--- config.mk ---
export PLATFORM = sky130hd
export DESIGN_NAME = mc_control
export DESIGN_NICKNAME = d
export VERILOG_FILES = /design/src/rtl/mc_control.sv
export SDC_FILE = /design/constraint.sdc
export NUM_CORES = 1
export LEC_CHECK = 0
export ABC_CLOCK_PERIOD_IN_PS = 2250
export CORE_MARGIN = 8
export CORE_UTILIZATION = 35
export DETAILED_ROUTE_END_ITERATION = 10
export HOLD_SLACK_MARGIN = 0.15
export PLACE_DENSITY = 0.79
export SYNTH_ARGS = -nofsm -noshare
export SYNTH_HDL_FRONTEND = slang
export SYNTH_SLANG_ARGS = --single-unit
--- constraint.sdc ---
create_clock -name clk -period 2.25 [get_ports clk]
set_input_delay 0.45 -clock clk [delete_from_list [all_inputs] [get_ports clk]]
set_output_delay 0.45 -clock clk [all_outputs]
set_load 0.01 [all_outputs]
--- src/rtl/mc_control.sv ---
// mc_control: multi-cycle RV32I control FSM (fetch/decode/exec/mem/wb/trap)
// in: clk reset inst mem_ack branch_taken; out: mem/regfile/alu/pc enables, trap, cause, retire
module mc_control #(
  parameter bit RV32E       = 1'b0,
  parameter int MEM_TIMEOUT = 15
) (
  input  logic        clk,
  input  logic        reset,
  input  logic [31:0] inst,
  input  logic        mem_ack,
  input  logic        branch_taken,
  output logic        mem_req,
  output logic        mem_read,
  output logic        mem_write,
  output logic        ir_write,
  output logic        pc_write,
  output logic        reg_write,
  output logic        alu_src,
  output logic [3:0]  alu_op,
  output logic [1:0]  mem_to_reg,
  output logic [1:0]  jump,
  output logic [1:0]  pc_src,
  output logic        trap,
  output logic [1:0]  cause,
  output logic        retire
);

  localparam int TW = $clog2(MEM_TIMEOUT + 1);
  localparam logic [TW-1:0] TMAX = TW'(MEM_TIMEOUT);

  localparam logic [3:0] ALU_ADD   = 4'd0;
  localparam logic [3:0] ALU_SUB   = 4'd1;
  localparam logic [3:0] ALU_SLL   = 4'd2;
  localparam logic [3:0] ALU_SLT   = 4'd3;
  localparam logic [3:0] ALU_SLTU  = 4'd4;
  localparam logic [3:0] ALU_XOR   = 4'd5;
  localparam logic [3:0] ALU_SRL   = 4'd6;
  localparam logic [3:0] ALU_SRA   = 4'd7;
  localparam logic [3:0] ALU_OR    = 4'd8;
  localparam logic [3:0] ALU_AND   = 4'd9;
  localparam logic [3:0] ALU_PASSB = 4'd10;

  localparam logic [1:0] C_ILL = 2'b01;
  localparam logic [1:0] C_BUS = 2'b10;

  typedef enum logic [2:0] {
    S_FETCH, S_DECODE, S_EXEC, S_MEM, S_WB, S_TRAP
  } state_t;

  state_t        state;
  logic [TW-1:0] timer;
  logic [1:0]    cause_q;

  logic [6:0] opc;
  logic [2:0] f3;
  logic [6:0] f7;
  assign opc = inst[6:0];
  assign f3  = inst[14:12];
  assign f7  = inst[31:25];

  // Only the top bit of each register index matters for the RV32E check.
  logic unused_bits;
  assign unused_bits = ^{inst[23:20], inst[18:15], inst[10:7]};

  logic is_op, is_opi, is_ld, is_st, is_br;
  logic is_jal, is_jalr, is_lui, is_auipc;
  assign is_op    = opc == 7'b0110011;
  assign is_opi   = opc == 7'b0010011;
  assign is_ld    = opc == 7'b0000011;
  assign is_st    = opc == 7'b0100011;
  assign is_br    = opc == 7'b1100011;
  assign is_jal   = opc == 7'b1101111;
  assign is_jalr  = opc == 7'b1100111;
  assign is_lui   = opc == 7'b0110111;
  assign is_auipc = opc == 7'b0010111;

  logic f7_zero, f7_alt;
  assign f7_zero = f7 == 7'b0000000;
  assign f7_alt  = f7 == 7'b0100000;

  logic f_ok, use_rd, use_rs1, use_rs2;

  always_comb begin
    f_ok    = 1'b0;
    use_rd  = 1'b0;
    use_rs1 = 1'b0;
    use_rs2 = 1'b0;
    unique case (1'b1)
      is_op: begin
        f_ok = f7_zero |
               (f7_alt & (f3 == 3'b000 | f3 == 3'b101));
        use_rd  = 1'b1;
        use_rs1 = 1'b1;
        use_rs2 = 1'b1;
      end
      is_opi: begin
        if (f3 == 3'b001)      f_ok = f7_zero;
        else if (f3 == 3'b101) f_ok = f7_zero | f7_alt;
        else                   f_ok = 1'b1;
        use_rd  = 1'b1;
        use_rs1 = 1'b1;
      end
      is_ld: begin
        f_ok = (f3 != 3'b011) & (f3[2:1] != 2'b11);
        use_rd  = 1'b1;
        use_rs1 = 1'b1;
      end
      is_st: begin
        f_ok = ~f3[2] & (f3[1:0] != 2'b11);
        use_rs1 = 1'b1;
        use_rs2 = 1'b1;
      end
      is_br: begin
        f_ok = f3[2:1] != 2'b01;
        use_rs1 = 1'b1;
        use_rs2 = 1'b1;
      end
      is_jalr: begin
        f_ok = f3 == 3'b000;
        use_rd  = 1'b1;
        use_rs1 = 1'b1;
      end
      is_jal, is_lui, is_auipc: begin
        f_ok   = 1'b1;
        use_rd = 1'b1;
      end
      default: f_ok = 1'b0;
    endcase
  end

  logic e_bad, legal;
  assign e_bad = RV32E & ((use_rd  & inst[11]) |
                          (use_rs1 & inst[19]) |
                          (use_rs2 & inst[24]));
  assign legal = f_ok & ~e_bad;

  // Immediate forms never subtract: bit 30 of an OP-IMM imm is just data.
  logic [3:0] alu_fn;
  always_comb begin
    alu_fn = ALU_ADD;
    unique case (f3)
      3'b000: alu_fn = (is_op & f7[5]) ? ALU_SUB : ALU_ADD;
      3'b001: alu_fn = ALU_SLL;
      3'b010: alu_fn = ALU_SLT;
      3'b011: alu_fn = ALU_SLTU;
      3'b100: alu_fn = ALU_XOR;
      3'b101: alu_fn = f7[5] ? ALU_SRA : ALU_SRL;
      3'b110: alu_fn = ALU_OR;
      3'b111: alu_fn = ALU_AND;
      default: alu_fn = ALU_ADD;
    endcase
  end

  logic       alu_src_d;
  logic [3:0] alu_op_d;
  always_comb begin
    alu_src_d = ~(is_op | is_br);
    alu_op_d  = ALU_ADD;
    unique case (1'b1)
      is_op, is_opi: alu_op_d = alu_fn;
      is_br: begin
        if (!f3[2])     alu_op_d = ALU_SUB;
        else if (!f3[1]) alu_op_d = ALU_SLT;
        else            alu_op_d = ALU_SLTU;
      end
      is_lui:  alu_op_d = ALU_PASSB;
      default: alu_op_d = ALU_ADD;
    endcase
  end

  logic tmo;
  assign tmo = timer == TMAX;

  always_ff @(posedge clk or posedge reset) begin
    if (reset) begin
      state   <= S_FETCH;
      timer   <= '0;
      cause_q <= '0;
    end else begin
      timer <= '0;
      unique case (state)
        S_FETCH: begin
          if (mem_ack) begin
            state <= S_DECODE;
          end else if (tmo) begin
            state   <= S_TRAP;
            cause_q <= C_BUS;
          end else begin
            timer <= timer + 1'b1;
          end
        end
        S_DECODE: begin
          if (legal) begin
            state <= S_EXEC;
          end else begin
            state   <= S_TRAP;
            cause_q <= C_ILL;
          end
        end
        S_EXEC: begin
          if (is_br)              state <= S_FETCH;
          else if (is_ld | is_st) state <= S_MEM;
          else                    state <= S_WB;
        end
        S_MEM: begin
          if (mem_ack) begin
            state <= is_ld ? S_WB : S_FETCH;
          end else if (tmo) begin
            state   <= S_TRAP;
            cause_q <= C_BUS;
          end else begin
            timer <= timer + 1'b1;
          end
        end
        S_WB:    state <= S_FETCH;
        S_TRAP:  state <= S_FETCH;
        default: state <= S_FETCH;
      endcase
    end
  end

  assign cause = cause_q;

  // Request drops only on the timeout cycle when no ack arrived.
  logic req_on;
  assign req_on = ~(tmo & ~mem_ack);

  always_comb begin
    mem_req    = 1'b0;
    mem_read   = 1'b0;
    mem_write  = 1'b0;
    ir_write   = 1'b0;
    pc_write   = 1'b0;
    reg_write  = 1'b0;
    alu_src    = 1'b0;
    alu_op     = ALU_ADD;
    mem_to_reg = 2'b00;
    jump       = 2'b00;
    pc_src     = 2'b00;
    trap       = 1'b0;
    retire     = 1'b0;
    if (!reset) begin
      unique case (state)
        S_FETCH: begin
          mem_req  = req_on;
          mem_read = req_on;
          ir_write = mem_ack;
          pc_write = mem_ack;
        end
        S_EXEC: begin
          alu_src = alu_src_d;
          alu_op  = alu_op_d;
          if (is_br) begin
            jump     = 2'b01;
            pc_write = branch_taken;
            pc_src   = 2'b01;
            retire   = 1'b1;
          end else if (is_jal | is_jalr) begin
            jump     = 2'b11;
            pc_write = 1'b1;
            pc_src   = 2'b01;
          end
        end
        S_MEM: begin
          // ALU controls held so the address stays valid.
          alu_src   = alu_src_d;
          alu_op    = alu_op_d;
          mem_req   = req_on;
          mem_read  = req_on & is_ld;
          mem_write = req_on & is_st;
          retire    = mem_ack & is_st;
        end
        S_WB: begin
          alu_src   = alu_src_d;
          alu_op    = alu_op_d;
          reg_write = 1'b1;
          retire    = 1'b1;
          if (is_ld)                 mem_to_reg = 2'b01;
          else if (is_jal | is_jalr) mem_to_reg = 2'b10;
          else                       mem_to_reg = 2'b00;
        end
        S_TRAP: begin
          trap     = 1'b1;
          pc_write = 1'b1;
          pc_src   = 2'b10;
        end
        default: ;
      endcase
    end
  end

endmodule

==> reports/qor.txt <==
Initial drt markers = 170
Synth unique cells = 46
Vias in the first global route = 1545
R2r setup slk = 670 ps
Share of cells above drive strength 1 = 40.9%
Largest net degree at the start of global routing = 12
Placed Area = 1670 um^2
Comb pwr share = 59.4%
Pre-CTS WS = -770 ps
Worst-path clk slew = 70 ps
Failing checks = negative setup slack
Drt pass-1 iters = 4
Sw frac = 42.8%
Clk network pwr share = 14.2%
Synth cell count leaders = nand2_1, a21oi_1, nor2_1, dfrtp_1, nor2b_1
Crit Path Class = input port to output pin
Top cell type's share of synthesized area = 22.6%
Clock Skew = 13.5 ps
Pwr per Cell Area = 487 nW/um^2
Yosys warns = 0
# rows = 19
Global route overflow = 0
Synth Area in Compound Gates = 27.7%
Max IR drop VDD = 0.000444 V
Max Slew Vio Count = 0
Slew @ Worst Pin = 375 ps
Core area = 2730 um^2
Root Driver = clkbuf_4
WP data arrival = 1830 ps
DRC violations left = 0
Tmin final = 2280 ps
Max Cap Violations = 0
GRT Total Usage = 16.9%
R2r endpoint = cause[0]
Initial Util = 36.4%
Hold slack = 385 ps
Status = finished, violations left
Sequential fraction of the synthesis area = 22.6%
Largest family of logic cells by synthesized area = simple AND/OR/NAND/NOR gates
F_max = 439 MHz
Post-DP HPWL = 3130 um
Period utilization = 101%
TritonCTS Buffers = 3
Worst-case clock buffer depth = 2
Synth Area in Simple Gates = 41.1%
Post-Synth XOR/XNOR Area = 0.881%
Metal1 wirelength = 1760 um
Sequential Power Share = 26.4%
Top cells by area, synth = dfrtp_1, a21oi_1, nand2_1
P_int = 0.510 mW
Setup WS post-layout = -26.5 ps
H-tree depth = 1
Synth Cell Area = 995 um^2
IO Count = 57
Clk sinks = 9
Fin cells = 251
Chip Width = 69.3 um
Mapped Nets = 173
Routed wl met2 = 2250 um
Post-synthesis mux area share = 0%
Crit-path max FO = 5
Hold Buf Count CTS = 0
Avg Inst Size Synth = 7.31 um^2
Die Area = 4800 um^2
Leakage = 0.843 nW
FFs w/ async S/R, synth = 100%
Cells after synthesis = 136
Via count = 1465
Multi-input logic area = 805 um^2
Routability cong. = 0.906
Post-synth EDFFs = 0
PortBufs = 41
First-pass GRT wire length = 7030 um
Initial antenna violation count = 0
Worst Reg-to-Reg Cells = 6
Worst skew pair latency = 260 ps
Post-route cell area = 1830 um^2
Most common cell in the netlist = nand2_1
Crit end category = output pin
DR WL/cell = 17.7 um
Post-Synth Adder-Cell Area = 1.26%
Routed met3 length = 341 um
Placed cells = 237
Startpoint types = input port
RSZ-0062 raised after global routing = yes
Pwr Total = 0.891 mW
Final #Nets = 258
FF/Latch Area = 229 um^2
Switching pwr = 0.381 mW
Fillers = 238
Worst r2r src = timer[0]
Clock tree from TritonCTS = done
Die span in y = 69.3 um
Final WL = 4450 um
Uppermost routed layer = met4
Synth Register Bits = 9
Relative slew margins = 74.8%
Number of diodes = 0
Req. time, crit path = 1800 ps
Post-route ant nets = 0
Final Setup Violations = 3
Vias/cell = 5.84
Fin. Hold Viols = 0
Area leader, netlist = dfrtp_1
Area Overhead vs Synth = 84.0%
Worst hold path class = input port to async pin
Post-synth top flop = dfrtp_1
flip-flops by register name, indices dropped and copies added, names as in the netlist:
signal and cells:
cause 2, state 3, timer 4
worst max path at each step:
stage / from / to / slack [ps] / cells after the start
6_report: inst[2] / alu_op[2] / -30 / 8
5_1_grt: inst[2] / alu_op[2] / -60 / 8
4_1_cts: inst[6] / alu_op[1] / -3 / 8
3_5_place_dp: inst[2] / retire / -770 / 8
3_3_place_gp: inst[2] / retire / -760 / 8
2_1_floorplan: inst[2] / alu_op[1] / 140 / 5
critical path, cell delays in order:
cell and delay [ps]:
buf_8 100, or2_4 280, nor4b_4 360, buf_4 210
a22o_4 130, nand2_2 40, a21oi_2 120, buf_2 140
placed cells by master, fill, tap and decap left out, types with 6 or more instances in the layout:
master,netlist,routed
buf_4,2,45
nand2_1,17,14
clkdlybuf4s50_1,0,13
nor2_1,13,12
a21oi_1,13,10
nor2b_1,8,7
buf_2,0,7
dlygate4sd2_1,0,7
dfrtp_1,9,6
power by group through the flow:
stage	registers, mW	clock network (mW)	logic [mW]
2_1_floorplan	0.216	0	0.254
4_1_cts	0.227	0.128	0.504
6_report	0.235	0.127	0.529
3_5_place_dp	0.246	0	0.466
3_3_place_gp	0.240	0	0.446
5_1_grt	0.236	0.136	0.574
timing repair:
action                                  CTS  global route
resized for setup                        81            21
pin swaps                                12            13
setup buffers                             8             2
endpoints found under the hold margin     0             0
endpoints found under the setup margin   19            14
per-stage QoR:
| step | TNS, ps | utilization, % |
|---|---|---|
| final | -51.4 | 67.0 |
| after global routing | -179 | 67.0 |
| after CTS | -3.02 | 65.0 |
| after detailed placement | -10090 | 61.2 |
| after global placement | -9280 | 61.2 |
| after floorplan | 0 | - |
cell families after synthesis:
group                      after synthesis
buffers and inverters                   13
and+or+nand+nor                         72
xor gates and xnor gates                 1
adders and majority gates                1
AOI/OAI and AO/OA                       40
DFF                                      9
area by class of cell:
| class | count | area share (%) |
|---|---|---|
| tap | 31 | 2.12 |
| sequential | 9 | 12.5 |
| clock buffer | 4 | 1.44 |
| timing repair buffer | 87 | 38.8 |
| inverter | 6 | 1.23 |
| multi-input combinational | 114 | 44.0 |
per-layer routing:
metal,up-vias,global-route usage [%]
li1,670,-
met1,691,18.4
met2,90,30.6
met3,14,4.01
met4,0,6.15
met5,-,0
Note: power is estimated with default switching activity, not from simulation.
